File: config.mk
export PLATFORM = sky130hd
export DESIGN_NAME = nack_token_sender
export DESIGN_NICKNAME = d
export VERILOG_FILES = /design/src/rtl/nack_token_sender.sv
export SDC_FILE = /design/constraint.sdc
export NUM_CORES = 1
export LEC_CHECK = 0
export ABC_CLOCK_PERIOD_IN_PS = 2700
export CORE_AREA = 4 4 104 66
export CTS_CLUSTER_DIAMETER = 80
export DETAILED_ROUTE_END_ITERATION = 10
export DIE_AREA = 0 0 108 70
export GPL_TIMING_DRIVEN = 0
export PLACE_DENSITY_LB_ADDON = 0.08
export SETUP_SLACK_MARGIN = 0.4
export SKIP_LAST_GASP = 1
export SYNTH_ARGS = -nofsm -noshare
export SYNTH_HDL_FRONTEND = slang
export SYNTH_SLANG_ARGS = --single-unit
File: constraint.sdc
create_clock -name clock -period 2.7 [get_ports clock]
set_input_delay 0.27 -clock clock [delete_from_list [all_inputs] [get_ports clock]]
set_output_delay 0.27 -clock clock [all_outputs]
set_load 0.01 [all_outputs]
File: src/rtl/nack_token_sender.sv
// Transmit end of the forward-token/Nack link.
// Stages payload tokens in a small FIFO and emits a counted burst downstream,
// halting on Nack and resuming only after Nack has stayed low long enough.

package nack_token_sender_pkg;
    // Forward token: valid, last-of-burst marker and payload
    typedef struct packed {
        logic       v;
        logic       r;
        logic [7:0] d;
    } FTk_t;

    // Back-prop token: only the Nack bit is meaningful
    typedef struct packed {
        logic n;
    } BTk_t;
endpackage

module nack_token_sender
    import nack_token_sender_pkg::*;
#(
    parameter int  DEPTH_STAGE = 4,
    parameter int  WIDTH_LEN   = 16,
    parameter int  RESUME_WAIT = 2,
    parameter type TYPE_FWRD   = FTk_t
) (
    input  logic                 clock,
    input  logic                 reset,
    input  logic                 I_Start,
    input  logic [WIDTH_LEN-1:0] I_Len,
    input  TYPE_FWRD             I_Data,
    input  logic                 I_Data_We,
    output logic                 O_Stage_Full,
    output TYPE_FWRD             O_FTk,
    input  BTk_t                 I_BTk,
    output logic                 O_Busy,
    output logic                 O_Done
);

    localparam int AW = $clog2(DEPTH_STAGE);

    typedef enum logic [1:0] {
        IDLE,
        SEND,
        HOLD,
        DONE
    } state_t;

    state_t               state;
    logic [WIDTH_LEN-1:0] rem;
    logic [1:0]           cnt;
    logic                 busy_q;
    logic                 done_q;

    TYPE_FWRD             mem [DEPTH_STAGE];
    logic [AW-1:0]        wr_ptr;
    logic [AW-1:0]        rd_ptr;
    logic [AW:0]          count;

    logic                 empty;
    logic                 full;
    logic                 issue;
    logic                 push;
    logic                 last;
    TYPE_FWRD             ftk;

    assign empty = (count == '0);
    assign full  = (count == (AW+1)'(DEPTH_STAGE));
    assign last  = (rem == WIDTH_LEN'(1));
    // A full FIFO still accepts a write when the head is popped in the same cycle
    assign push  = I_Data_We && (!full || issue);

    // Issue a token only in SEND with Nack low and something staged; Nack acts in the same cycle
    always_comb begin
        issue = 1'b0;
        ftk   = '0;
        if (state == SEND && !I_BTk.n && !empty) begin
            issue = 1'b1;
            ftk   = mem[rd_ptr];
            ftk.v = 1'b1;
            ftk.r = last;
        end
    end

    // Staging storage is not reset; pointers and count define which entries are live
    always_ff @(posedge clock) begin
        if (push) begin
            mem[wr_ptr] <= I_Data;
        end
    end

    // Staging FIFO pointers and occupancy; reset flushes any staged tokens
    always_ff @(posedge clock or posedge reset) begin
        if (reset) begin
            wr_ptr <= '0;
            rd_ptr <= '0;
            count  <= '0;
        end else begin
            if (push) begin
                wr_ptr <= wr_ptr + 1'b1;
            end
            if (issue) begin
                rd_ptr <= rd_ptr + 1'b1;
            end
            if (push && !issue) begin
                count <= count + 1'b1;
            end else if (!push && issue) begin
                count <= count - 1'b1;
            end
        end
    end

    // Burst control: length tracking, Nack hold with glitch filter, registered status flags
    always_ff @(posedge clock or posedge reset) begin
        if (reset) begin
            state  <= IDLE;
            rem    <= '0;
            cnt    <= '0;
            busy_q <= 1'b0;
            done_q <= 1'b0;
        end else begin
            case (state)
                IDLE: begin
                    done_q <= 1'b0;
                    if (I_Start) begin
                        if (I_Len != '0) begin
                            rem    <= I_Len;
                            state  <= SEND;
                            busy_q <= 1'b1;
                        end else begin
                            state  <= DONE;
                            done_q <= 1'b1;
                        end
                    end
                end
                SEND: begin
                    if (issue) begin
                        rem <= rem - 1'b1;
                    end
                    if (issue && last) begin
                        state  <= DONE;
                        busy_q <= 1'b0;
                        done_q <= 1'b1;
                    end else if (I_BTk.n) begin
                        state <= HOLD;
                        cnt   <= '0;
                    end
                end
                HOLD: begin
                    if (I_BTk.n) begin
                        cnt <= '0;
                    end else if (cnt == 2'(RESUME_WAIT - 1)) begin
                        cnt   <= '0;
                        state <= SEND;
                    end else begin
                        cnt <= cnt + 1'b1;
                    end
                end
                DONE: begin
                    done_q <= 1'b0;
                    state  <= IDLE;
                end
                default: begin
                    state  <= IDLE;
                    busy_q <= 1'b0;
                    done_q <= 1'b0;
                end
            endcase
        end
    end

    assign O_FTk        = ftk;
    assign O_Stage_Full = full;
    assign O_Busy       = busy_q;
    assign O_Done       = done_q;

endmodule
# --- After elaboration in Yosys (flattened, before gate mapping) ---
# Memory sizes are Yosys's and may differ from the RTL's.
# Index checks and enable logic that the tools add are counted.
# Widths: inputs -> output; s select.
word_totals:
  wordCells: 84
  ram_bits: 40
  ff_bits: 29
  mem_count: 1
  in_bits: 31
  output_inout_bits: 13
mem_list:
  columns: ["name", "words", "word_bits", "read_ports", "rd_clocked_by_memory_dff", "wr", "line", "source"]
  rows:
  - ["mem", 4, 10, 1, 0, 1, "55", "TYPE_FWRD mem [DEPTH_STAGE];"]
classes:
  eq_ne: 15
  muxes: 30
  n_addsub: 6
  reduce_logical: 24
ops:
  columns: ["operator", "n"]
  rows:
  - ["$mux 16", 3]
  - ["$pmux 16 s2", 1]
  - ["$mux 2", 10]
  - ["$eq 16x1->1 const B", 1]
  - ["$reduce_bool 16->1", 1]
  - ["$sub 16x1->16 const B", 1]
  - ["$ne 2x2->1 const B", 7]
  - ["$reduce_and 4->1", 3]
  - ["$mux 10", 1]
  - ["$mux 1", 9]
  - ["$pmux 2 s4", 1]
  - ["$add 2x1->2 const B", 3]
  - ["$logic_and 1x1->1", 6]
  - ["$mux 3", 2]
  - ["$reduce_bool 2->1", 3]
  - ["$logic_not 1->1", 5]
  - ["$eq 2x1->1 const B", 2]
  - ["$eq 2x2->1 const B", 2]
  - ["$pmux 2 s2", 1]
  - ["$add 3x1->3 const B", 1]
  - ["$eq 3x3->1 const B", 1]
  - ["$logic_not 3->1", 1]
  - ["$ne 3x2->1 const B", 1]
  - ["$pmux 1 s3", 1]
  - ["8 further kinds", 8]

# --- Longest topological paths before layout ---
# Gate-level depths: netlist of the first run.
depth:
  ltp_word: 10
  mapped_depth: 10
  mapped_depth_nobuf: 8

# --- Least setup slack after synthesis of the first run ---
# No wires, ideal clock.
synth_timing:
  path_kind: "reg2reg"
  from: "register state[1]"
  to: "register count[1]"
  path_buffers: 2
  setup_slack_ps: 387
  period_less_slack_ps: 2313
  arrival_time_ps: 2189
  required_time_ps: 2575
  setup_ps: 125
  path_stages_with_launch: 9
  path_cell_list: "dfrtp_1 buf_2 or3b_4 or2_0 buf_2 ha_1 inv_1 fa_1 mux2_2"
synth_via:
  elab_chain_cells: 9
  elab_cells_between_ends: 12
  classes_between: "eq/ne (1); mux (2); reduce/logical (9)"
synth_lines:
  columns: ["element", "line", "source"]
  rows:
  - ["start, declared", "49", "state_t state;"]
  - ["start signal, assigned", "116", "state <= IDLE;"]
  - ["start signal, assigned", "128", "state <= SEND;"]
  - ["start signal, assigned", "131", "state <= DONE;"]
  - ["$eq 2x1->1 (*)", "77", "if (state == SEND && !I_BTk.n && !empty) begin"]
  - ["$logic_and 1x1->1 (*) (2 in a row)", "77", null]
  - ["$mux 1 (*)", "77", null]
  - ["$logic_or 1x1->1", "71", "assign push = I_Data_We && (!full || issue);"]
  - ["$logic_and 1x1->1", "71", null]
  - ["$logic_not 1->1", "107", "end else if (!push && issue) begin"]
  - ["$logic_and 1x1->1", "107", null]
  - ["$reduce_bool 2->1 (no line)", null, null]
  - ["end signal, assigned", "106", "count <= count + 1'b1;"]
  - ["end signal, assigned", "108", "count <= count - 1'b1;"]
  - ["end, declared", "58", "logic [AW:0] count;"]
# Every way passes the cells marked *; elsewhere a longest branch is shown, timed or not.
# A chain may end at the register's enable or synchronous reset.

==> results of run 1 <==
[Yosys cell counts (3+ instances only)]
cell type / count / area [um^2]
dfrtp_1: 29 / 726
nor4_1: 11 / 68.8
xnor2_1: 3 / 26.3
edfxtp_1: 32 / 961
and2_1: 14 / 87.6
nand2_1: 7 / 26.3
buf_1: 3 / 11.3
inv_1: 8 / 30.0
buf_4: 3 / 22.5
nor2_1: 12 / 45.0
nor3_1: 8 / 40.0
o2bb2ai_1: 11 / 96.3
or3_1: 3 / 18.8
buf_2: 4 / 20.0
a31oi_1: 5 / 31.3
o21ai_0: 6 / 30.0
ha_1: 7 / 87.6
o221ai_1: 7 / 61.3
nor2b_1: 3 / 18.8
or2_2: 3 / 18.8
a21oi_1: 9 / 45.0
mux4_2: 8 / 180
o211ai_1: 5 / 37.5
clkbuf_1: 8 / 30.0
[final cells by class]
class / count / area [um^2] / share of cell area
multi-input cells: 169 / 1440 / 0.352
clock buffers: 12 / 155 / 0.0379
clock inverters: 4 / 23.8 / 0.00581
well taps: 84 / 105 / 0.0257
inverters: 9 / 38.8 / 0.00947
flip-flops and latches: 61 / 1690 / 0.412
repair buffers: 55 / 528 / 0.129
plain buffers: 20 / 116 / 0.0284
[layout by cell type, fill, tap and decap left out, types with 7 or more instances in the layout]
| cell | count |
|---|---|
| edfxtp_1 | 32 |
| clkdlybuf4s50_1 | 30 |
| dfrtp_1 | 29 |
| buf_4 | 17 |
| buf_6 | 13 |
| o2bb2ai_1 | 11 |
| nor2_1 | 11 |
| clkbuf_8 | 11 |
| clkbuf_1 | 9 |
| nor4_1 | 9 |
| a21oi_1 | 9 |
| nor3_1 | 8 |
| mux4_2 | 8 |
| and2_4 | 8 |
| o221ai_1 | 7 |
| inv_1 | 7 |
| nand2_1 | 7 |
[metrics by stage]
step | hold WS, ns | setup TNS, ns
finish | 0.293 | 0
global route | 0.314 | 0
CTS | 0.492 | 0
detailed placement | 0.482 | -0.947
global placement | 0.477 | -0.833
floorplan | 0.348 | 0
[kinds of logic after synthesis]
logic type	share of synthesized area
adder cells (fa/ha/maj)	0.0337
AND/OR/NAND/NOR	0.155
buffers and inverters	0.0439
multiplexers	0.0663
AO/OA/AOI/OAI	0.154
XOR/XNOR	0.0188
flip-flops	0.529
[power by group]
part	switching [mW]	internal [mW]	total, mW
logic	1.04	0.933	1.98
registers	0.238	1.29	1.53
clock network	0.350	0.378	0.728
total	1.63	2.60	4.23
[state kept, by name, summed over array words and instances, names as in the netlist]
register  count
count         3
state         2
cnt           2
mem          32
wr_ptr        2
rem          16
rd_ptr        2
O_Done        1
O_Busy        1
[how the worst max path moves through the flow]
| stage | startpoint | endpoint | slack [ns] | cells after the start |
|---|---|---|---|---|
| 6_report | state[1] | O_FTk[0] | 0.39 | 8 |
| 2_1_floorplan | state[1] | count[1] | 0.41 | 8 |
| 5_1_grt | state[1] | O_FTk[5] | 0.30 | 8 |
| 3_5_place_dp | I_BTk | count[2] | -0.10 | 9 |
| 4_1_cts | state[1] | O_FTk[3] | 0.35 | 8 |
| 3_3_place_gp | I_BTk | O_FTk[1] | -0.10 | 8 |
[what timing repair did]
action / in CTS / in global routing
pin swaps: 6 / 5
gates cloned: 1 / 0
setup buffers: 9 / 4
endpoints found under the setup margin: 12 / 22
gates resized for setup: 57 / 20
[per-layer routing]
layer | GRT usage | part of all wire | up-vias
met5 | 0 | 0.0013 | -
met4 | 0.0672 | 0.015 | 2
met3 | 0.0702 | 0.068 | 16
met2 | 0.281 | 0.41 | 79
met1 | 0.339 | 0.51 | 1205
li1 | - | - | 1139
==> impl_metrics.env, run 1 <==
export IMPL_rr_endpoint="count[1]"
export IMPL_hold_class="primary input to flip-flop"
export IMPL_synth_area_per_cell_um2=12.3
export IMPL_yosysSeqAreaShare=0.529
export IMPL_critical_path_top_delay_family="simple AND/OR/NAND/NOR gates"
export IMPL_drcViolationCount=0
export IMPL_cp_buffers_inverters=5
export IMPL_worstSetupPathType="flip-flop to primary output"
export IMPL_cpMostUsedCell="buf_6"
export IMPL_fin_ws_ns=0.389
export IMPL_tightest_slew_ns=1.15
export IMPL_synthFlopType="edfxtp_1"
export IMPL_peakVddDrop_uv=513
export IMPL_clock_path_buffers=2
export IMPL_rows=22
export IMPL_drt_iter0_markers=178
export IMPL_required_ns=2.43
export IMPL_cp_max_fo=5
export IMPL_dp_hpwl_um=5120
export IMPL_maxCapViolations=0
export IMPL_utilization=0.685
export IMPL_diodes=0
export IMPL_dp_cells=384
export IMPL_slew_viol_final=0
export IMPL_cpPeakStageDelay_ns=0.40
export IMPL_finalCriticalPeriod_ns=2.31
export IMPL_min_path_cells=2
export IMPL_postSynthNetCount=298
export IMPL_fillCellCount=447
export IMPL_hold_start="I_BTk"
export IMPL_cp_data_arrival_time_ns=2.04
export IMPL_finalClockSkew_ns=0.00433
export IMPL_clkSinkCount=61
export IMPL_power_leakage_nw=1.53
export IMPL_status="complete, no violations"
export IMPL_clock_latency_ns=0.34
export IMPL_crit_chain="buf_6 -> or3b_4 -> or2_0 -> buf_4 -> inv_6 -> buf_6 -> and2_4 -> buf_6"
export IMPL_start_util=0.534
export IMPL_grt_max_degree=30
export IMPL_cp_end_kind="primary output"
export IMPL_cts_root_buf="clkbuf_8"
export IMPL_synth_cell_types=63
export IMPL_yosys_warnings=0
export IMPL_synth_area_um2=3190
export IMPL_post_place_ws_ns=-0.104
export IMPL_fin_area_um2=4090
export IMPL_max_slew_margin=0.231
export IMPL_final_hold_viol_count=0
export IMPL_dr_pass1_iters=4
export IMPL_vias=2441
export IMPL_design_die_area_um2=7560
export IMPL_path_clk_slew_ns=0.06
export IMPL_fmax_ghz=0.433
export IMPL_cts_hold_repair_buffers=0
export IMPL_postSynthCellCount=259
export IMPL_ys_seq_elements=61
export IMPL_synth_edff_count=32
export IMPL_core_area_um2=5970
export IMPL_stdcell_count=414
export IMPL_grt_pass1_wl_um=12400
export IMPL_drt_wl_total_um=7520
export IMPL_rsz0062_at_grt="yes"
export IMPL_drive_above_1_share=0.270
export IMPL_gp_congestion=0.903
export IMPL_die_x_um=108
export IMPL_port_buffers=41
export IMPL_ioPinCount=44
export IMPL_fin_crit_sh=0.856
export IMPL_viasPerCell=5.90
export IMPL_slowest_stage="or3b_4"
export IMPL_cts_tree="built"
export IMPL_setup_viol=0
export IMPL_numCtsBuffers=9
export IMPL_die_h_um=70
export IMPL_r2r_slack_ns=0.39
export IMPL_ant_nets=0
export IMPL_wl_per_cell_um=18.2
export IMPL_finalPower_mw=4.23
export IMPL_critPathLaunchType="flip-flop"
export IMPL_areaGrowthSynthToFinish_pct=28.3
export IMPL_grt_usage=0.217
export IMPL_async_flop_share=0.475
export IMPL_place_area_um2=3710
export IMPL_nNetsFinal=364
export IMPL_worst_hold_path_endpoint="cnt[0]"
export IMPL_powerDensity_nw_per_um2=1030
export IMPL_cts_htree_levels=3
export IMPL_grt_overflow=0
export IMPL_antenna_found_initial=1
export IMPL_crit_reg2reg_launch="state[1]"
export IMPL_ff2ff_path_depth=8
export IMPL_grt_pass1_vias=2362
(Power assumes the default switching activity.)
==> inputs of run 2 (changes only) <==
--- a/config.mk
+++ b/config.mk
@@ -6,10 +6,11 @@
 export NUM_CORES = 1
 export LEC_CHECK = 0
 export ABC_CLOCK_PERIOD_IN_PS = 2700
-export CORE_AREA = 4 4 104 66
+export CORE_AREA = 4 4 97 63
 export CTS_CLUSTER_DIAMETER = 80
 export DETAILED_ROUTE_END_ITERATION = 10
-export DIE_AREA = 0 0 108 70
+export DIE_AREA = 0 0 101 67
+export DONT_BUFFER_PORTS = 1
 export GPL_TIMING_DRIVEN = 0
 export PLACE_DENSITY_LB_ADDON = 0.08
 export SETUP_SLACK_MARGIN = 0.4
==> constraint.sdc (replaced) <==
create_clock -name clock -period 2.7 [get_ports clock]
set_input_delay 0.54 -clock clock [delete_from_list [all_inputs] [get_ports clock]]
set_output_delay 0.54 -clock clock [all_outputs]
set_load 0.01 [all_outputs]
==> run 2 against run 1 <==
Net effect:
- sequential share of layout area increased by 4.2 points
- worst setup slack got worse by 0.23 ns
- worst hold slack got worse by 0.013 ns
- non-clock buffer count decreased by 43
- maximum frequency decreased by 9.1%
- core utilization increased by 1.8 points
- via count decreased by 6.0%
- critical path type unchanged
- critical endpoint is now O_FTk[6]
- largest cell class unchanged
==> impl_metrics.env, run 2 (synthesis gave the netlist of run 1 again) <==
export IMPL_fin_area_um2=3710
export IMPL_final_common_cell="edfxtp_1"
export IMPL_areaGrowthSynthToFinish_pct=16.4
export IMPL_drive_above_1_share=0.272
export IMPL_worstSetupStartpoint="state[1]"
export IMPL_drt_iter0_markers=285
export IMPL_required_ns=2.16
export IMPL_peakVddDrop_uv=572
export IMPL_ioPinCount=44
export IMPL_numCtsBuffers=9
export IMPL_cts_hold_repair_buffers=0
export IMPL_slew_viol_final=0
export IMPL_met2_length_um=3100
export IMPL_cpPeakStageDelay_ns=0.38
export IMPL_largest_registers="mem x32, rem x16, count x3"
export IMPL_gp_congestion=0.882
export IMPL_critical_path_top_delay_family="simple AND/OR/NAND/NOR gates"
export IMPL_viasPerCell=6.44
export IMPL_drt_wl_total_um=7590
export IMPL_clock_path_buffers=2
export IMPL_fin_crit_sh=0.941
export IMPL_setup_viol=0
export IMPL_nNetsFinal=321
export IMPL_grt_overflow=0
export IMPL_status="complete, no violations"
export IMPL_rr_endpoint="count[1]"
export IMPL_power_leakage_nw=1.35
export IMPL_critPathLaunchType="flip-flop"
export IMPL_cp_depth=8
export IMPL_worstSetupPathType="flip-flop to primary output"
export IMPL_rows=21
export IMPL_grt_pass1_wl_um=12200
export IMPL_finalSetupTns_ns=0
export IMPL_internal_power_mw=2.67
export IMPL_r2r_slack_ns=0.34
export IMPL_core_area_um2=5280
export IMPL_worstSetupEndpoint="O_FTk[6]"
export IMPL_die_x_um=101
export IMPL_cp_end_kind="primary output"
export IMPL_hold_ws_ns=0.279
export IMPL_design_die_area_um2=6770
export IMPL_wl_met3_um=759
export IMPL_rsz0062_at_grt="yes"
export IMPL_port_buffers=0
export IMPL_place_area_um2=3280
export IMPL_highest_layer="met4"
export IMPL_largest_register_ffs=32
export IMPL_final_hold_viol_count=0
export IMPL_p_seq_frac=0.352
export IMPL_clkSinkCount=61
export IMPL_fmax_ghz=0.393
export IMPL_start_util=0.604
export IMPL_wl_per_cell_um=21.3
export IMPL_fin_ws_ns=0.159
export IMPL_tightest_slew_ns=1.16
export IMPL_switchingPower_mw=1.67
export IMPL_die_h_um=67
export IMPL_crit_reg2reg_launch="state[1]"
export IMPL_final_cell_mix="edfxtp_1, dfrtp_1, buf_4, nor2_1, o2bb2ai_1"
export IMPL_cp_max_fo=5
export IMPL_cts_htree_levels=3
export IMPL_ff2ff_path_depth=9
export IMPL_drt_met1_wl_um=3660
export IMPL_dp_hpwl_um=5080
export IMPL_clock_latency_ns=0.35
export IMPL_dr_pass1_iters=4
export IMPL_drcViolationCount=0
export IMPL_ant_nets=0
export IMPL_post_place_ws_ns=0.199
export IMPL_max_slew_margin=0.227
export IMPL_diodes=0
export IMPL_cp_buffers_inverters=5
export IMPL_path_clk_slew_ns=0.08
export IMPL_hold_class="primary input to flip-flop"
export IMPL_grt_usage=0.247
export IMPL_finalCriticalPeriod_ns=2.54
export IMPL_powerDensity_nw_per_um2=1170
export IMPL_stdcell_count=356
export IMPL_p_clk_frac=0.212
export IMPL_maxCapViolations=0
export IMPL_antenna_found_initial=0
export IMPL_cp_data_arrival_time_ns=2.00
export IMPL_finalClockSkew_ns=0.0105
export IMPL_grt_pass1_vias=2227
export IMPL_utilization=0.703
export IMPL_slowest_stage="dfrtp_1"
export IMPL_largest_register="mem"
export IMPL_grt_max_degree=30
export IMPL_dp_cells=328
export IMPL_vias=2294
export IMPL_cts_root_buf="clkbuf_8"
export IMPL_crit_chain="buf_6 -> or3b_4 -> or2_0 -> buf_4 -> inv_6 -> buf_12 -> buf_8 -> and2_4"
export IMPL_pwr_share_comb=0.436
export IMPL_swShare=0.385
export IMPL_finalPower_mw=4.33
export IMPL_cts_tree="built"
[run 2: layer usage]
| metal | vias up | track usage |
|---|---|---|
| li1 | 1052 | - |
| met4 | 0 | 0.0514 |
| met3 | 10 | 0.111 |
| met1 | 1127 | 0.367 |
| met2 | 105 | 0.327 |
| met5 | - | 0 |
[run 2: cell type report]
type | instances | area [um^2]
tap | 69 | 86.3
sequential | 61 | 1690
multi-input combinational | 169 | 1440
clock inverter | 7 | 97.6
buffer | 20 | 123
fill | 372 | 1570
inverter | 9 | 38.8
timing repair buffer | 12 | 123
clock buffer | 9 | 124
[run 2: power groups by stage]
stage          Combinational (mW)  Sequential, mW  Clock [mW]
5_1_grt                      2.08            1.56       0.978
4_1_cts                      1.84            1.51       0.923
2_1_floorplan                1.32            1.45           0
3_3_place_gp                 1.61            1.51           0
6_report                     1.89            1.53       0.918
3_5_place_dp                 1.65            1.52           0
[run 2: timing repair]
item,4_1_cts,5_1_grt
pin swaps,3,5
resized for setup,22,5
setup buffers,8,3
endpoints found under the setup margin,12,13
gates cloned,1,0
[run 2: how the worst min path moves through the flow]
stage / to / depth (start not counted) / startpoint / slack [ns]
after floorplan: count[2] / 1 / count[2] / 0.46
after global placement: count[2] / 1 / count[2] / 0.47
after detailed placement: count[2] / 1 / count[2] / 0.48
after CTS: mem[2][4] / 0 / I_Data[4] / 0.27
after global routing: mem[0][4] / 0 / I_Data[4] / 0.25
final: mem[0][5] / 0 / I_Data[5] / 0.28
==> inputs of run 3 (changes only) <==
--- a/config.mk
+++ b/config.mk
@@ -6,11 +6,12 @@
 export NUM_CORES = 1
 export LEC_CHECK = 0
 export ABC_CLOCK_PERIOD_IN_PS = 2700
-export CORE_AREA = 4 4 97 63
+export CORE_AREA = 3 3 96 62
 export CTS_CLUSTER_DIAMETER = 80
 export DETAILED_ROUTE_END_ITERATION = 10
-export DIE_AREA = 0 0 101 67
+export DIE_AREA = 0 0 99 65
 export DONT_BUFFER_PORTS = 1
+export GPL_ROUTABILITY_DRIVEN = 0
 export GPL_TIMING_DRIVEN = 0
 export PLACE_DENSITY_LB_ADDON = 0.08
 export SETUP_SLACK_MARGIN = 0.4
==> run 3 against run 2 <==
Net effect:
- clock power rose by 6.6%
- sequential share of layout area fell by 0.089 points
- flip-flop and latch count did not move
- worst setup slack improved by 0.11 ns
- maximum frequency rose by 4.4%
- highest routed layer unchanged
- critical path depth fell by 1
- design area rose by 0.27%
- wire length fell by 7.3%
- power rose by 0.40%
==> impl_metrics.env, run 3 (synthesis gave the netlist of run 1 again) <==
export IMPL_status="complete, no violations"
export IMPL_hold_start="I_Data[4]"
export IMPL_tightest_slew_ns=1.12
export IMPL_pwr_share_comb=0.423
export IMPL_cp_end_kind="primary output"
export IMPL_powerDensity_nw_per_um2=1170
export IMPL_finalPower_mw=4.35
export IMPL_internal_power_mw=2.75
export IMPL_final_common_cell="edfxtp_1"
export IMPL_grt_max_degree=30
export IMPL_ant_nets=0
export IMPL_antenna_found_initial=0
export IMPL_hold_ws_ns=0.286
export IMPL_die_h_um=65
export IMPL_final_hold_viol_count=0
export IMPL_max_slew_margin=0.255
export IMPL_min_path_cells=0
export IMPL_grt_pass1_vias=2185
export IMPL_register_area_um2=1690
export IMPL_nNetsFinal=323
export IMPL_largest_registers="mem x32, rem x16, count x3"
export IMPL_cts_tree="built"
export IMPL_fillCellCount=315
export IMPL_drive_above_1_share=0.284
export IMPL_largest_register_ffs=32
export IMPL_rows=20
export IMPL_final_cell_mix="edfxtp_1, dfrtp_1, buf_4, o2bb2ai_1, nor2_1"
export IMPL_clock_latency_ns=0.34
export IMPL_diodes=0
export IMPL_cts_htree_levels=3
export IMPL_drt_wl_total_um=7040
export IMPL_rr_endpoint="count[2]"
export IMPL_ff2ff_path_depth=11
export IMPL_viasPerCell=6.49
export IMPL_clock_path_buffers=2
export IMPL_ioPinCount=44
export IMPL_finalSetupTns_ns=0
export IMPL_drt_iter0_markers=215
export IMPL_hold_class="primary input to flip-flop"
export IMPL_cts_hold_repair_buffers=0
export IMPL_peakVddDrop_uv=607
export IMPL_p_seq_frac=0.352
export IMPL_path_clk_slew_ns=0.07
export IMPL_grt_usage=0.242
export IMPL_swShare=0.368
export IMPL_required_ns=2.16
export IMPL_dp_cells=325
export IMPL_grt_overflow=0
export IMPL_cp_data_arrival_time_ns=1.90
export IMPL_design_die_area_um2=6440
export IMPL_worstSetupPathType="flip-flop to primary output"
export IMPL_critPathLaunchType="flip-flop"
export IMPL_dp_hpwl_um=4980
export IMPL_slew_viol_final=0
export IMPL_grt_pass1_wl_um=11700
export IMPL_switchingPower_mw=1.60
export IMPL_r2r_slack_ns=0.38
export IMPL_drcViolationCount=0
export IMPL_die_x_um=99
export IMPL_cts_root_buf="clkbuf_8"
export IMPL_utilization=0.740
export IMPL_multiInputGateArea_um2=1450
export IMPL_dr_pass1_iters=5
export IMPL_setup_viol=0
export IMPL_crit_reg2reg_launch="state[1]"
export IMPL_maxCapViolations=0
export IMPL_numCtsBuffers=9
export IMPL_fmax_ghz=0.411
export IMPL_largest_register="mem"
export IMPL_vias=2303
export IMPL_core_area_um2=5030
export IMPL_p_clk_frac=0.225
export IMPL_rsz0062_at_grt="yes"
export IMPL_stdcell_count=355
export IMPL_worstSetupEndpoint="O_FTk[5]"
export IMPL_areaGrowthSynthToFinish_pct=16.7
export IMPL_port_buffers=0
export IMPL_power_leakage_nw=1.37
export IMPL_wl_per_cell_um=19.8
export IMPL_fin_crit_sh=0.902
export IMPL_clkSinkCount=61
export IMPL_finalClockSkew_ns=0.00441
export IMPL_worstSetupStartpoint="state[1]"
export IMPL_cp_max_fo=5
export IMPL_finalCriticalPeriod_ns=2.44
export IMPL_start_util=0.634
-- run 3: changes by cell type in the layout (fill, tap and decap cells not counted), sizes merged --
| cell | change |
|---|---|
| buf | +2 |
| bufinv | +1 |
| clkbuf | +1 |
| clkinvlp | -1 |
| inv | -1 |
-- run 3: final cells by class --
type	count	share of cell area
sequential	61	0.453
multi-input combinational	169	0.388
clock buffer	10	0.0343
buffer	20	0.0323
timing repair buffer	14	0.0302
clock inverter	6	0.0299
tap	66	0.0222
inverter	9	0.00974
-- run 3: metrics by stage --
step | setup slack (ns) | cell area [um^2]
floorplan | 0.393 | 3190
global placement | 0.225 | 3280
detailed placement | 0.172 | 3280
CTS | 0.254 | 3700
global route | 0.199 | 3720
finish | 0.265 | 3720
-- run 3: routing by layer --
metal / GRT usage / vias to the layer above / share of wire
met5: 0 / - / 0
met4: 0.0562 / 0 / 0.0068
met3: 0.0892 / 6 / 0.11
met2: 0.316 / 108 / 0.40
met1: 0.377 / 1133 / 0.48
li1: - / 1056 / -
-- run 3: worst min-delay path by stage --
stage | end | slack [ns]
6_report | mem[0][4] | 0.29
3_3_place_gp | count[2] | 0.48
4_1_cts | mem[3][4] | 0.28
3_5_place_dp | count[2] | 0.48
2_1_floorplan | count[2] | 0.46
5_1_grt | mem[3][7] | 0.27
-- run 3: repair_timing --
action,4_1_cts,5_1_grt
endpoints found under the setup margin,12,12
pin swaps,5,2
cloned,1,0
setup buffers,11,2
resized for setup,29,1
-- run 3: power groups by stage --
stage	registers [mW]	clock network [mW]	logic (mW)
floorplan	1.45	0	1.32
global placement	1.51	0	1.60
detailed placement	1.52	0	1.63
CTS	1.52	0.993	1.81
global route	1.57	1.03	2.04
finish	1.53	0.979	1.84
-- run 3: critical path, stage by stage (launching register included) --
cell and delay, ns:
dfrtp_1 0.37, buf_6 0.11, or3b_4 0.36, or2_0 0.20
buf_4 0.15, inv_4 0.08, buf_6 0.13, and2_4 0.15
==> patch 1: new RTL, flow settings as in run 1 <==
Re-encode `state_t` (4 states) as one-hot, 4 bits wide.
--- a/src/rtl/nack_token_sender.sv
+++ b/src/rtl/nack_token_sender.sv
@@ -39,11 +39,11 @@
 
     localparam int AW = $clog2(DEPTH_STAGE);
 
-    typedef enum logic [1:0] {
-        IDLE,
-        SEND,
-        HOLD,
-        DONE
+    typedef enum logic [3:0] {
+        IDLE = 4'b0001,
+        SEND = 4'b0010,
+        HOLD = 4'b0100,
+        DONE = 4'b1000
     } state_t;
 
     state_t               state;
Formal check against the unedited RTL: no difference found for any inputs over 4 cycles, from zero or initial values and one cycle with reset high; so few cycles prove little.
==> patch 1 against run 1 <==
- synthesized area is 1.8% lower
- power down 0.61%
- setup slack worse by 0.29 ns
- fmax shrank 11%
- synthesized cell count up 2.3%
- sequential cell count increased by 2
- wire length grew 0.73%
- design area rose by 3.1%
- critical path type unchanged
- largest cell class unchanged
==> patch 1: results (changes against run 1) <==
{| class="wikitable"
! Metric !! Value
|-
| Fill cells || 444 (-0.67%)
|-
| HPWL after detailed placement || 5170 um (+0.94%)
|-
| Antenna cells || 0 (unchanged)
|-
| Iteration-0 DRC count of the detailed router || 259 (+46%)
|-
| Root buffer cell || clkbuf_8
|-
| Multiplexer share of the synthesized area || 0.0611 (-0.00515)
|-
| Critical path peak fanout || 5 (unchanged)
|-
| H-tree Lvls || 3 (unchanged)
|-
| Fraction of registers with async set or reset after synthesis || 0.492 (+0.0167)
|-
| Nets || 381 (+4.7%)
|-
| Clock Tree Buf Depth || 2 (unchanged)
|-
| Largest voltage drop on the vdd net || 478 uV (-6.7%)
|-
| Adder-cell share of the synthesized area || 0.0344 (+0.000633)
|-
| Routing usage on met3 || 0.0886 (+0.0185)
|-
| Number of buffers added on ports || 40 (-2.4%)
|-
| Number of flops mapped to enable cells by yosys || 32 (unchanged)
|-
| Kind of path behind the tightest hold check || in2reg
|-
| GR Util All Layers || 0.210 (-0.00636)
|-
| # setup viols final || 0 (unchanged)
|-
| Largest regs || mem: 32 flops, rem: 16 flops, state: 4 flops
|-
| Via total after detailed routing || 2470 (+1.2%)
|-
| Top cells by area, synth || edfxtp_1 (31%), dfrtp_1 (24%), mux4_2 (5.8%), o21ai_0 (4.2%), a21oi_1 (3.0%)
|-
| Post-detailed-route wirelength per cell || 17.6 um (-3.0%)
|-
| Xor-xnor portion of the synthesized cell area || 0.0224 (+0.00355)
|-
| Arr. time, crit path || 2.33 ns (+0.29 ns)
|-
| Share of cells above drive strength 1 || 0.315 (+0.0453)
|-
| Leakage power total || 1.61 nW (+5.5%)
|-
| Maximum number of pins on one net before global-route repair || 32 (+6.7%)
|-
| Routability-driven placement congestion ratio || 0.868 (-4.0%)
|-
| Via count of the first global-routing pass || 2320 (-1.8%)
|-
| Source-to-sink clock delay at the later pin of the worst-skew pair || 0.35 ns
|-
| Met1 capacity usage during global routing || 0.320 (-0.0197)
|-
| Pre-antenna DRT Iters || 5 (+1)
|-
| Slew at the pin with the worst max-slew slack || 1.15 ns (-0.00369 ns)
|-
| Global routing usage on met2 || 0.280 (-0.00138)
|-
| Top cells by count, synth || edfxtp_1 (32), dfrtp_1 (30), o21ai_0 (26)
|-
| Clock-pin slew of the registers on the worst-case setup and hold paths || 0.07 ns
|-
| Share of the yosys chip area belonging to registers || 0.555 (+0.0263)
|-
| Outcome || complete, no violations
|-
| Total number of yosys warnings || 0 (unchanged)
|-
| Initial antenna violation count || 0 (-1)
|-
| Fraction of the mapped netlist area in compound gates || 0.141 (-0.0127)
|-
| Post-Synthesis Net Count || 304 (+2.0%)
|-
| Fraction of power spent switching nets || 0.364 (-0.0220)
|-
| Global-route wire length before repair || 12000 um (-3.7%)
|-
| CTS buffer count || 9 (unchanged)
|-
| Number of distinct library cell variants in the gate-level netlist after synthesis || 58 (-7.9%)
|-
| Setup skew after layout || 0.0131 ns (+0.00879 ns)
|-
| DP Worst Slack || -0.105 ns (-0.00145 ns)
|}
[patch 1: cell count changes after synthesis, moves of 5 or more]
cell and delta:
a21oi_1 +10, and2_1 -6, and3_1 +5, nand2_1 +10
nor2_1 +5, o21ai_0 +20, o221ai_1 -7, o2bb2ai_1 -10
[patch 1: what timing repair did]
action	CTS	global route
cloned	1	0
setup buffers	19	6
resized for setup	65	34
hold buffers	0	0
pin swaps	9	8
endpoints found under the setup margin	24	30
hold endpoints to repair	0	0
[patch 1: per-stage QoR]
step,area [um2],power [mW],instances,util
2_1_floorplan,3170,2.59,265,-
4_1_cts,4050,4.00,424,0.678
3_3_place_gp,3680,3.02,389,0.616
5_1_grt,4220,4.48,430,0.707
6_report,4220,4.21,430,0.707
3_5_place_dp,3680,3.05,389,0.616
[patch 1: layout make-up]
| type | count | area share |
|---|---|---|
| clock inverter | 4 | 0.0116 |
| clock buffer | 11 | 0.0311 |
| inverter | 8 | 0.00771 |
| tap | 84 | 0.0249 |
| multi-input combinational | 180 | 0.342 |
| timing repair buffer | 66 | 0.147 |
| sequential | 63 | 0.413 |
| buffer | 14 | 0.0228 |
[patch 1: path summary, 6_finish.rpt]
| kind | from | to | slack [ns] | cells past startpoint |
|---|---|---|---|---|
| min reg2reg | count[2] | count[2] | 0.48 | 1 |
| max in group asynchronous | reset | state[1] | 1.41 | 2 |
| max reg2reg | state[2] | count[1] | 0.30 | 9 |
| min | I_BTk | cnt[0] | 0.45 | 2 |
| max | rem[12] | O_FTk[8] | 0.1 | 6 |
| min in group asynchronous | reset | wr_ptr[1] | 0.52 | 2 |
[patch 1: power by group through the flow]
stage / Clock (mW) / Sequential, mW / Combinational, mW
after floorplan: 0 / 1.52 / 1.07
after global placement: 0 / 1.57 / 1.45
after detailed placement: 0 / 1.57 / 1.48
after CTS: 0.776 / 1.54 / 1.69
after global routing: 0.834 / 1.62 / 2.03
final: 0.772 / 1.58 / 1.85
[patch 1: kinds of logic (layout without fill, tap and decap cells)]
| family | after synthesis | after routing |
|---|---|---|
| AO/OA/AOI/OAI | 71 | 71 |
| XOR/XNOR | 8 | 8 |
| adder cells (fa/ha/maj) | 8 | 8 |
| buffers and inverters | 22 | 103 |
| flip-flops | 63 | 63 |
| multiplexers | 9 | 9 |
| AND/OR/NAND/NOR | 84 | 84 |
[patch 1: critical path: stages, from the launching register on]
cell and delay (ns):
dfrtp_1 0.37, or3_4 0.38, or3_4 0.37, or3_4 0.35, or3_4 0.36, inv_2 0.06
buf_6 0.09
[patch 1: per-layer routing]
layer / share of wire / wire, um
met5: 0 / 0
met4: 0.010 / 79
met3: 0.080 / 605
met2: 0.42 / 3210
met1: 0.49 / 3680
==> patch 2: new RTL, settings of run 1 <==
Made on the original files. Change the parameter `DEPTH_STAGE` from 4 to 2.
--- a/src/rtl/nack_token_sender.sv
+++ b/src/rtl/nack_token_sender.sv
@@ -19,7 +19,7 @@
 module nack_token_sender
     import nack_token_sender_pkg::*;
 #(
-    parameter int  DEPTH_STAGE = 4,
+    parameter int  DEPTH_STAGE = 2,
     parameter int  WIDTH_LEN   = 16,
     parameter int  RESUME_WAIT = 2,
     parameter type TYPE_FWRD   = FTk_t
Formal check against the unedited RTL: not equivalent (a bounded check fails within 4 cycles, from zero or initial values and one cycle with reset high).
==> patch 2 against run 1 <==
- die area unchanged
- wire length is 18% lower
- sequential cell count down 19
- synthesized cell count is 14% lower
- power decreased by 31%
- design area is 26% lower
- setup slack better by 0.0019 ns
- synthesized area down 29%
- critical path type unchanged
==> patch 2: results (changes against run 1) <==
{| class="wikitable"
! Metric !! Value
|-
| Via count of the first global-routing pass || 1819 (-23%)
|-
| Nets || 313 (-14%)
|-
| Largest voltage drop on the vdd net || 401 uV (-22%)
|-
| Fraction of power spent switching nets || 0.395 (+0.00897)
|-
| Average cell area after synthesis || 10.2 um2 (-17%)
|-
| Final critical delay including setup and external delays || 2.31 ns (-0.00194 ns)
|-
| Iteration-0 DRC count of the detailed router || 154 (-13%)
|-
| Total number of yosys warnings || 0 (unchanged)
|-
| Buffers inserted during post-CTS setup optimization || 5 (-4)
|-
| Clock Tree Buf Depth || 2 (unchanged)
|-
| Number of distinct library cell variants in the gate-level netlist after synthesis || 53 (-16%)
|-
| Worst-case register-to-register setup slack || 0.46 ns (+0.07 ns)
|-
| Maximum number of pins on one net before global-route repair || 27 (-10%)
|-
| Critical path startpoint || rem[7]
|-
| Kind of path behind the tightest hold check || reg2reg
|-
| Share of cells above drive strength 1 || 0.161 (-0.109)
|-
| Leakage power total || 1.19 nW (-22%)
|-
| Share of the yosys chip area belonging to registers || 0.498 (-0.0308)
|-
| Worst Min Path Start || O_Busy
|-
| Count leader, synth || dfrtp_1
|-
| Clock-pin slew of the registers on the worst-case setup and hold paths || 0.08 ns (+0.02 ns)
|-
| Setup skew after layout || 0.00827 ns (+0.00394 ns)
|-
| DP Worst Slack || -0.297 ns (-0.193 ns)
|-
| Final non-filler cell total || 364 (-12%)
|-
| Number of resized instances in the post-cts repair step || 41 (-28%)
|-
| Slew Limit Headroom || 0.302 (+0.0717)
|-
| Critical path peak fanout || 6 (+1)
|-
| Routability-driven placement congestion ratio || 0.860 (-4.8%)
|-
| Global-route wire length before repair || 9890 um (-21%)
|-
| Source-to-sink clock delay at the later pin of the worst-skew pair || 0.29 ns (-0.05 ns)
|-
| Largest regs || mem: 16 flops, rem: 16 flops
|-
| Top cells by count, synth || dfrtp_1 (26), nor2_1 (21), edfxtp_1 (16)
|-
| Initial antenna violation count || 0 (-1)
|-
| Total wire length || 6170 um (-18%)
|-
| Top cells by area, synth || dfrtp_1 (29%), edfxtp_1 (21%), mux2i_1 (4.4%), nor2_1 (3.5%), nor4_1 (2.8%)
|-
| Fill cells || 581 (+30%)
|-
| Source of the worst register-to-register timing path || state[0]
|-
| Cells on Worst Hold Path || 1 (-1)
|-
| Routed via count divided by cell count || 5.49 (-6.8%)
|-
| CP endpoint || O_FTk[8]
|-
| Hold-critical path endpoint || O_Busy
|-
| Post-Synthesis Net Count || 256 (-14%)
|-
| CTS buffer count || 5 (-4)
|-
| GR Util All Layers || 0.167 (-0.0499)
|-
| Outcome || complete, no violations
|-
| Cell count after placement || 347 (-9.6%)
|-
| Worst hold slack across all endpoints || 0.489 ns (+0.196 ns)
|-
| Fraction of registers with async set or reset after synthesis || 0.619 (+0.144)
|}
[patch 2: cell types whose count changed in the layout (fill, tap and decap cells not counted), moves of 8 or more]
cell       delta
and2_4        -8
edfxtp_1     -16
mux2i_1       +8
nor2_1        +9
buf_6        -12
mux4_2        -8
o2bb2ai_1    -11
[patch 2: routing by layer]
layer,vias up,routed length (um),global-route usage
met1,968,3130,0.272
li1,958,-,-
met2,70,2500,0.202
met4,0,32,0.0210
met3,4,504,0.0683
met5,-,0,0
[patch 2: worst max-delay path, stage by stage, from the launching register on]
cell	delay (ns)
dfrtp_1	0.43
or4_4	0.58
nor4_4	0.39
nand3_2	0.15
inv_1	0.07
clkbuf_2	0.12
[patch 2: power by group through the flow]
stage	Clock [mW]	Combinational [mW]	Sequential [mW]
2_1_floorplan	0	0.843	1.06
3_3_place_gp	0	1.19	1.10
4_1_cts	0.510	1.25	1.10
3_5_place_dp	0	1.19	1.10
6_report	0.493	1.31	1.10
5_1_grt	0.529	1.45	1.12
[patch 2: final cells by class]
type | instances | area [um2] | area share
plain buffers | 14 | 87.6 | 0.0291
well taps | 84 | 105 | 0.0349
repair buffers | 50 | 432 | 0.143
inverters | 11 | 41.3 | 0.0137
clock buffers | 5 | 68.8 | 0.0229
clock inverters | 3 | 40.0 | 0.0133
multi-input cells | 155 | 1100 | 0.367
flip-flops and latches | 42 | 1130 | 0.376
[patch 2: cells by family (layout without fill, tap and decap cells)]
kind of cell | Yosys count | count (layout) | synth area share
AOI/OAI and AO/OA | 50 | 50 | 0.172
xor gates and xnor gates | 5 | 5 | 0.0193
adders and majority gates | 3 | 3 | 0.0165
buffers and inverters | 25 | 83 | 0.0429
DFF | 42 | 42 | 0.498
muxes | 10 | 10 | 0.0441
and+or+nand+nor | 87 | 87 | 0.207
